## src/rtl/hazard_fwd_ctrl.sv

```systemverilog
// Hazard and forwarding controller for the 5-stage RV32I pipeline: EX operand
// forwarding selects, load-use stalls, branch flushes and MUL/DIV wait sequencing.
//
// state    | meaning
// ST_RUN   | normal issue; forwarding, load-use and branch handling active
// ST_MDU_WAIT | EX frozen on a multi-cycle MUL/DIV, waiting for mdu_done_i
module hazard_fwd_ctrl #(
  parameter int MDU_TIMEOUT = 64,
  parameter int CNT_W       = 32
) (
  input  logic             clk_i,
  input  logic             rst_i,
  input  logic [4:0]       id_rs1_i,
  input  logic [4:0]       id_rs2_i,
  input  logic             id_use_rs1_i,
  input  logic             id_use_rs2_i,
  input  logic [4:0]       ex_rs1_i,
  input  logic [4:0]       ex_rs2_i,
  input  logic [4:0]       ex_rd_i,
  input  logic             ex_mem_read_i,
  input  logic             ex_mdu_op_i,
  input  logic             ex_branch_tkn_i,
  input  logic [4:0]       mem_rd_i,
  input  logic             mem_reg_write_i,
  input  logic [4:0]       wb_rd_i,
  input  logic             wb_reg_write_i,
  input  logic             mdu_done_i,
  output logic [1:0]       fwd_a_sel_o,
  output logic [1:0]       fwd_b_sel_o,
  output logic             stall_if_o,
  output logic             stall_id_o,
  output logic             stall_ex_o,
  output logic             flush_id_o,
  output logic             flush_ex_o,
  output logic             mdu_start_o,
  output logic             mdu_err_o,
  output logic [CNT_W-1:0] stall_count_o
);

  localparam int TW = $clog2(MDU_TIMEOUT) + 1;

  typedef enum logic {
    ST_RUN      = 1'b0,
    ST_MDU_WAIT = 1'b1
  } state_e;

  state_e           state_q, state_d;
  logic [TW-1:0]    cnt_q, cnt_d, cnt_inc;
  logic             mdu_err_q, mdu_err_d;
  logic [CNT_W-1:0] stall_count_q, stall_count_d;

  logic             load_use;
  logic [1:0]       fwd_a, fwd_b;
  logic             stall_if, stall_id, stall_ex, flush_id, flush_ex, mdu_start;

  always_comb begin
    fwd_a = 2'b00;
    if (mem_reg_write_i && mem_rd_i != 5'd0 && mem_rd_i == ex_rs1_i)
      fwd_a = 2'b10;
    else if (wb_reg_write_i && wb_rd_i != 5'd0 && wb_rd_i == ex_rs1_i)
      fwd_a = 2'b01;

    fwd_b = 2'b00;
    if (mem_reg_write_i && mem_rd_i != 5'd0 && mem_rd_i == ex_rs2_i)
      fwd_b = 2'b10;
    else if (wb_reg_write_i && wb_rd_i != 5'd0 && wb_rd_i == ex_rs2_i)
      fwd_b = 2'b01;
  end

  assign load_use = ex_mem_read_i && (ex_rd_i != 5'd0) &&
                    ((id_use_rs1_i && id_rs1_i == ex_rd_i) ||
                     (id_use_rs2_i && id_rs2_i == ex_rd_i));

  assign cnt_inc = cnt_q + TW'(1);

  always_comb begin
    state_d   = state_q;
    cnt_d     = cnt_q;
    mdu_err_d = mdu_err_q;
    stall_if  = 1'b0;
    stall_id  = 1'b0;
    stall_ex  = 1'b0;
    flush_id  = 1'b0;
    flush_ex  = 1'b0;
    mdu_start = 1'b0;

    unique case (state_q)
      ST_RUN: begin
        cnt_d = '0;
        if (ex_mdu_op_i) begin
          mdu_start = 1'b1;
          stall_if  = 1'b1;
          stall_id  = 1'b1;
          stall_ex  = 1'b1;
          state_d   = ST_MDU_WAIT;
        end else if (ex_branch_tkn_i) begin
          flush_id = 1'b1;
          flush_ex = 1'b1;
        end else if (load_use) begin
          stall_if = 1'b1;
          stall_id = 1'b1;
          flush_ex = 1'b1;
        end
      end
      ST_MDU_WAIT: begin
        if (mdu_done_i) begin
          cnt_d   = '0;
          state_d = ST_RUN;
        end else begin
          stall_if = 1'b1;
          stall_id = 1'b1;
          stall_ex = 1'b1;
          // Give up once the counter would reach MDU_TIMEOUT-1; the abort is sticky.
          if (cnt_inc == TW'(MDU_TIMEOUT - 1)) begin
            mdu_err_d = 1'b1;
            cnt_d     = '0;
            state_d   = ST_RUN;
          end else begin
            cnt_d = cnt_inc;
          end
        end
      end
      default: state_d = ST_RUN;
    endcase

    if (rst_i) begin
      stall_if  = 1'b0;
      stall_id  = 1'b0;
      stall_ex  = 1'b0;
      flush_id  = 1'b0;
      flush_ex  = 1'b0;
      mdu_start = 1'b0;
    end
  end

  assign stall_count_d = stall_if ? stall_count_q + CNT_W'(1) : stall_count_q;

  always_ff @(posedge clk_i) begin
    if (rst_i) begin
      state_q       <= ST_RUN;
      cnt_q         <= '0;
      mdu_err_q     <= 1'b0;
      stall_count_q <= '0;
    end else begin
      state_q       <= state_d;
      cnt_q         <= cnt_d;
      mdu_err_q     <= mdu_err_d;
      stall_count_q <= stall_count_d;
    end
  end

  assign fwd_a_sel_o   = rst_i ? 2'b00 : fwd_a;
  assign fwd_b_sel_o   = rst_i ? 2'b00 : fwd_b;
  assign stall_if_o    = stall_if;
  assign stall_id_o    = stall_id;
  assign stall_ex_o    = stall_ex;
  assign flush_id_o    = flush_id;
  assign flush_ex_o    = flush_ex;
  assign mdu_start_o   = mdu_start;
  assign mdu_err_o     = mdu_err_q & ~rst_i;
  assign stall_count_o = rst_i ? '0 : stall_count_q;

endmodule

```

## config.mk

```make
export PLATFORM = sky130hd
export DESIGN_NAME = hazard_fwd_ctrl
export DESIGN_NICKNAME = d
export VERILOG_FILES = /design/src/rtl/hazard_fwd_ctrl.sv
export SDC_FILE = /design/constraint.sdc
export NUM_CORES = 1
export LEC_CHECK = 0
export CAP_MARGIN = 30
export CORE_ASPECT_RATIO = 1.75
export CORE_MARGIN = 8
export CORE_UTILIZATION = 50
export DETAILED_ROUTE_END_ITERATION = 10
export PLACE_DENSITY_LB_ADDON = 0.12
export REMOVE_ABC_BUFFERS = 1
export SLEW_MARGIN = 20
export SYNTH_ARGS = -nofsm -noshare
export SYNTH_HDL_FRONTEND = slang
export SYNTH_SLANG_ARGS = --single-unit
export TNS_END_PERCENT = 100
```

## constraint.sdc

```tcl
create_clock -name clk_i -period 8.3 [get_ports clk_i]
set_input_delay 2.49 -clock clk_i [delete_from_list [all_inputs] [get_ports clk_i]]
set_output_delay 2.49 -clock clk_i [all_outputs]
set_load 0.01 [all_outputs]
```

Yosys cells after proc, flatten, opt, wreduce, memory -nomap -nowiden
Index checks and enable logic that the tools add are counted.
Widths: inputs -> output; s select.
{"block": "classes", "n_addsub": 2, "n_eq_ne": 7, "n_mux": 32, "bitwise_logic": 4, "n_reduce_logical": 15}
{"op": "$add 32x1->32 const B", "n": 1}
{"op": "$mux 32", "n": 1}
{"op": "$eq 5x5->1", "n": 6}
{"op": "$mux 1", "n": 21}
{"op": "$reduce_bool 5->1", "n": 3}
{"op": "$mux 7", "n": 2}
{"op": "$pmux 7 s2", "n": 1}
{"op": "$logic_and 1x1->1", "n": 10}
{"op": "$mux 2", "n": 4}
{"op": "$add 7x1->7 const B", "n": 1}
{"op": "$eq 7x6->1 const B", "n": 1}
{"op": "$pmux 1 s2", "n": 3}
{"op": "$not 1->1", "n": 3}
{"op": "$reduce_and 3->1", "n": 1}
{"op": "$and 1x1->1", "n": 1}
{"op": "$logic_or 1x1->1", "n": 1}
{"block": "word_totals", "reg_bits": 41, "inputBits": 45, "out_inout_bits": 43, "wordCells": 64}

Logic depth before layout (Yosys ltp)
{"block": "logic_depth", "word_depth": 9, "depth_mapped": 8, "ltp_nobuf": 7}

Worst setup path after synthesis
Ideal clock, no wire load.
{"block": "synth_path", "path_kind": "input to output", "from": "input port ex_rd_i[1]", "to": "output port stall_if_o", "arrival_time_ns": 3.887, "t_required_ns": 5.810, "slack_ns": 1.923, "cell_stages": 6, "path_buffers": 1, "path_cell_list": "or4_1 -> o21ai_2 -> inv_1 -> a31oi_1 -> nor2_1 -> buf_4"}
{"block": "synth_via", "elab_chain_cells": 9, "word_cells_on_any_way": 13, "cone_classes": "2 x eq/ne; 5 x mux; 6 x reduce/logical"}
{"element": "start, declared", "line": "19", "rtl": "input logic [4:0] ex_rd_i,"}
{"element": "$eq 5x5->1 (on tied branches)", "line": "71, 72"}
{"element": "$logic_and 1x1->1 (on tied branches)", "line": "71, 72"}
{"element": "$logic_or 1x1->1", "line": "71", "rtl": "((id_use_rs1_i && id_rs1_i == ex_rd_i) ||"}
{"element": "$logic_and 1x1->1 (*)", "line": "70", "rtl": "assign load_use = ex_mem_read_i && (ex_rd_i != 5'd0) &&"}
{"element": "$mux 1 (*) (3 in a row)"}
{"element": "$pmux 1 s2 (*)"}
{"element": "$mux 1 (*)"}
{"element": "end, declared", "line": "30", "rtl": "output logic stall_if_o,"}
Every way passes the cells marked *; elsewhere a longest branch is shown, timed or not.

Worst setup path in the final report
{"block": "layout_path", "from": "input port ex_rd_i[1]", "to": "output port stall_if_o"}
{"block": "layout_via", "elab_chain_cells": 9, "word_cells_on_any_way": 13, "cone_classes": "2 x eq/ne; 5 x mux; 6 x reduce/logical"}
{"element": "$eq 5x5->1 (on tied branches)", "line": "71, 72"}
{"element": "$logic_and 1x1->1 (on tied branches)", "line": "71, 72"}
{"element": "$logic_or 1x1->1", "line": "71"}
{"element": "$logic_and 1x1->1 (*)", "line": "70"}
{"element": "$mux 1 (*)", "line": "99", "rtl": "end else if (load_use) begin"}
{"element": "$mux 1 (*)", "line": "96", "rtl": "end else if (ex_branch_tkn_i) begin"}
{"element": "$mux 1 (*)", "line": "90", "rtl": "if (ex_mdu_op_i) begin"}
{"element": "$pmux 1 s2 (*)", "line": "87", "rtl": "unique case (state_q)"}
{"element": "$mux 1 (*)", "line": "126", "rtl": "if (rst_i) begin"}
Marked as above.

==> impl_metrics.json <==
{
  "drive_above_1_share_pct": 4.34,
  "wl_per_cell_um": 15.1,
  "yosys.area.top_type": "dfxtp_1",
  "die_area_mm2": 0.00794,
  "cp_max_fo": 5,
  "cts_resized": 0,
  "hold-worst-slack_ps": 489,
  "postRouteAntennaNets": 0,
  "drv_cap": 0,
  "async_flop_share_pct": 0,
  "power_density_mw_per_mm2": 118,
  "io_pins": 88,
  "grt_remaining_overflow": 0,
  "cts_max_level": 2,
  "place.port_buffers": 87,
  "cp-start-kind": "input pin",
  "num-nets-final": 463,
  "clkTransAtPathRegs_ps": 70,
  "rows": 35,
  "ys_seq_elements": 41,
  "ctsHoldBuffers": 0,
  "vias_per_cell": 5.67,
  "synth_adder_area_share_pct": 1.42,
  "drc_errors": 0,
  "end_kind": "output pin",
  "synth_top_family_by_area": "simple AND/OR/NAND/NOR gates",
  "cts_root_buffer": "clkbuf_8",
  "hold_class": "reg2reg",
  "report.final.hold_viol_count": 0,
  "final_max_slew_viol_count": 0,
  "grt_setup_unrepaired": "no",
  "setup_tns_ps": 0,
  "first_pass_iters": 4,
  "dpl.hpwl_um": 5660,
  "worst_pin_slew_ps": 880,
  "syn_inst": 334,
  "num_antenna_cells": 0,
  "synth.distinct_cells": 38,
  "setup_viol": 0,
  "required_ps": 5810,
  "clockBufferDepth": 2,
  "max_freq_mhz": 136,
  "synth-xor-area-share_pct": 12.6,
  "arrival_ps": 4840,
  "relSlewSlack_pct": 41.4,
  "clock_latency_ps": 290,
  "postLayoutCoreUtil_pct": 69.7,
  "period_needed_ps": 7330,
  "skew_ps": 7.00,
  "postCtsSetupRepairBufs": 0,
  "yosysWarnings": 0,
  "yosysSeqAreaShare_pct": 31.1,
  "grt_pass1_vias": 2838,
  "grt_pass1_wl_um": 11900,
  "die_h_um": 112,
  "syn_area_mm2": 0.00264,
  "fp.dieW_um": 70.9,
  "p_leak_nw": 1.25,
  "peakVddDrop_mv": 0.0843,
  "grt_usage_pct": 18.2,
  "final_cell_area_mm2": 0.00360,
  "drt_iter0_markers": 187,
  "wl_um": 7120,
  "dr_total_vias": 2663,
  "grt_max_degree": 73,
  "numCtsBuffers": 5,
  "synth_area_per_cell_um2": 7.89,
  "grt_antenna_before_repair": 0,
  "status": "finished, final reports clean",
  "cts_num_sinks": 41,
  "critical_path_class": "in2out",
  "timing.final.ws_setup_ps": 970,
  "synth_compound_area_share_pct": 12.9,
  "synth-edff-count": 0,
  "dp_slack_ps": 1000,
  "dpl_cell_area_mm2": 0.00350,
  "fillers": 449,
  "yosys-top-cells-area": "dfxtp_1, nor2b_1, xnor2_1, xor2_1, a21oi_1",
  "gp_congestion": 0.763,
  "cts_tree": "built",
  "start_util_pct": 51.0,
  "synthFlopType": "dfxtp_1",
  "muxShareOfSynthArea_pct": 1.71,
  "areaGrowthSynthToFinish_pct": 36.5,
  "yosys.area_share.simple_pct": 35.7,
  "core_mm2": 0.00517,
  "synth_top_area_share_pct": 31.1,
  "finalCritPeriodShare_pct": 88.3
}
## placed cells by master (no fill, tap or decap), types with 2 or more instances in the layout
cell / synthesis / layout
ha_1: 3 / 3
mux2_1: 3 / 3
nand2b_1: 2 / 2
a21oi_1: 23 / 23
a21oi_2: 3 / 3
and4_1: 2 / 2
dfxtp_1: 41 / 41
inv_1: 10 / 10
and3_1: 9 / 9
nor4_1: 5 / 5
a21o_1: 2 / 2
o21ai_0: 22 / 22
or3_1: 18 / 18
nor3_1: 9 / 9
o31ai_1: 5 / 5
xor2_1: 16 / 16
nand4_1: 8 / 8
nand3_1: 16 / 16
nor2b_1: 32 / 32
nand2_1: 18 / 18
clkbuf_8: 0 / 5
xnor2_1: 22 / 22
or4_1: 12 / 12
clkdlybuf4s50_1: 0 / 86
nor2_1: 26 / 26
and2_1: 3 / 3
## kinds of logic after synthesis
kind of cell | after synthesis
AND/OR/NAND/NOR | 165
AO/OA/AOI/OAI | 59
flip-flops | 41
XOR/XNOR | 38
buffers and inverters | 24
multiplexers | 4
adder cells (fa/ha/maj) | 3
## report_power, final
| group | switching [W] | total [W] | internal [W] |
|---|---|---|---|
| sequential | 0.00000279 | 0.000201 | 0.000199 |
| clock | 0.0000680 | 0.000155 | 0.0000875 |
| combinational | 0.0000299 | 0.0000672 | 0.0000373 |
## cell usage after synthesis, types with 10 or more instances
| master | instances |
|---|---|
| a21oi_1 | 23 |
| dfxtp_1 | 41 |
| inv_1 | 10 |
| nand2_1 | 18 |
| nand3_1 | 16 |
| nor2_1 | 26 |
| nor2b_1 | 32 |
| o21ai_0 | 22 |
| or3_1 | 18 |
| or4_1 | 12 |
| xnor2_1 | 22 |
| xor2_1 | 16 |
## metal layers
layer  wire length (um)  part of all wire [%]  global-route usage, %
met1               2460                    35                   14.9
met2               3780                    53                   34.5
met3                659                   9.3                   8.66
met4                213                   3.0                   8.95
met5                  0                     0                      0
## critical path, stage by stage
cell and delay (ps):
clkdlybuf4s50_1 460, or4_1 550, o21ai_2 230, inv_1 90
a31oi_1 380, nor2_1 120, clkdlybuf4s50_1 520
## area by class of cell
cell class / instances / area, um2 / share of cell area, %
multi-input combinational: 269 / 1700 / 47.1
tap: 55 / 68.8 / 1.91
clock buffer: 5 / 68.8 / 1.91
timing repair buffer: 88 / 873 / 24.3
clock inverter: 2 / 35.0 / 0.973
sequential: 41 / 821 / 22.8
inverter: 10 / 37.5 / 1.04
## per-stage QoR
stage / total power [W] / instances
2_1_floorplan: 0.000231 / 320
3_3_place_gp: 0.000272 / 463
3_5_place_dp: 0.000273 / 463
4_1_cts: 0.000428 / 470
5_1_grt: 0.000442 / 470
6_report: 0.000424 / 470
## final timing paths
path	startpoint	to	slack [ps]	depth (start not counted)
setup / recovery	ex_rd_i[1]	stall_if_o	970	7
hold / removal	stall_count_q[31]$_SDFFE_PP0P_	stall_count_q[31]$_SDFFE_PP0P_	490	2
setup reg to reg	stall_count_q[7]$_SDFFE_PP0P_	stall_count_q[31]$_SDFFE_PP0P_	6060	6
hold reg to reg	stall_count_q[31]$_SDFFE_PP0P_	stall_count_q[31]$_SDFFE_PP0P_	490	2
## flip-flops by register name, indices dropped and copies added (netlist names)
| signal | flops |
|---|---|
| cnt_q | 7 |
| mdu_err_q | 1 |
| state_q | 1 |
| stall_count_q | 32 |
Note: power is estimated with default switching activity, not from simulation.
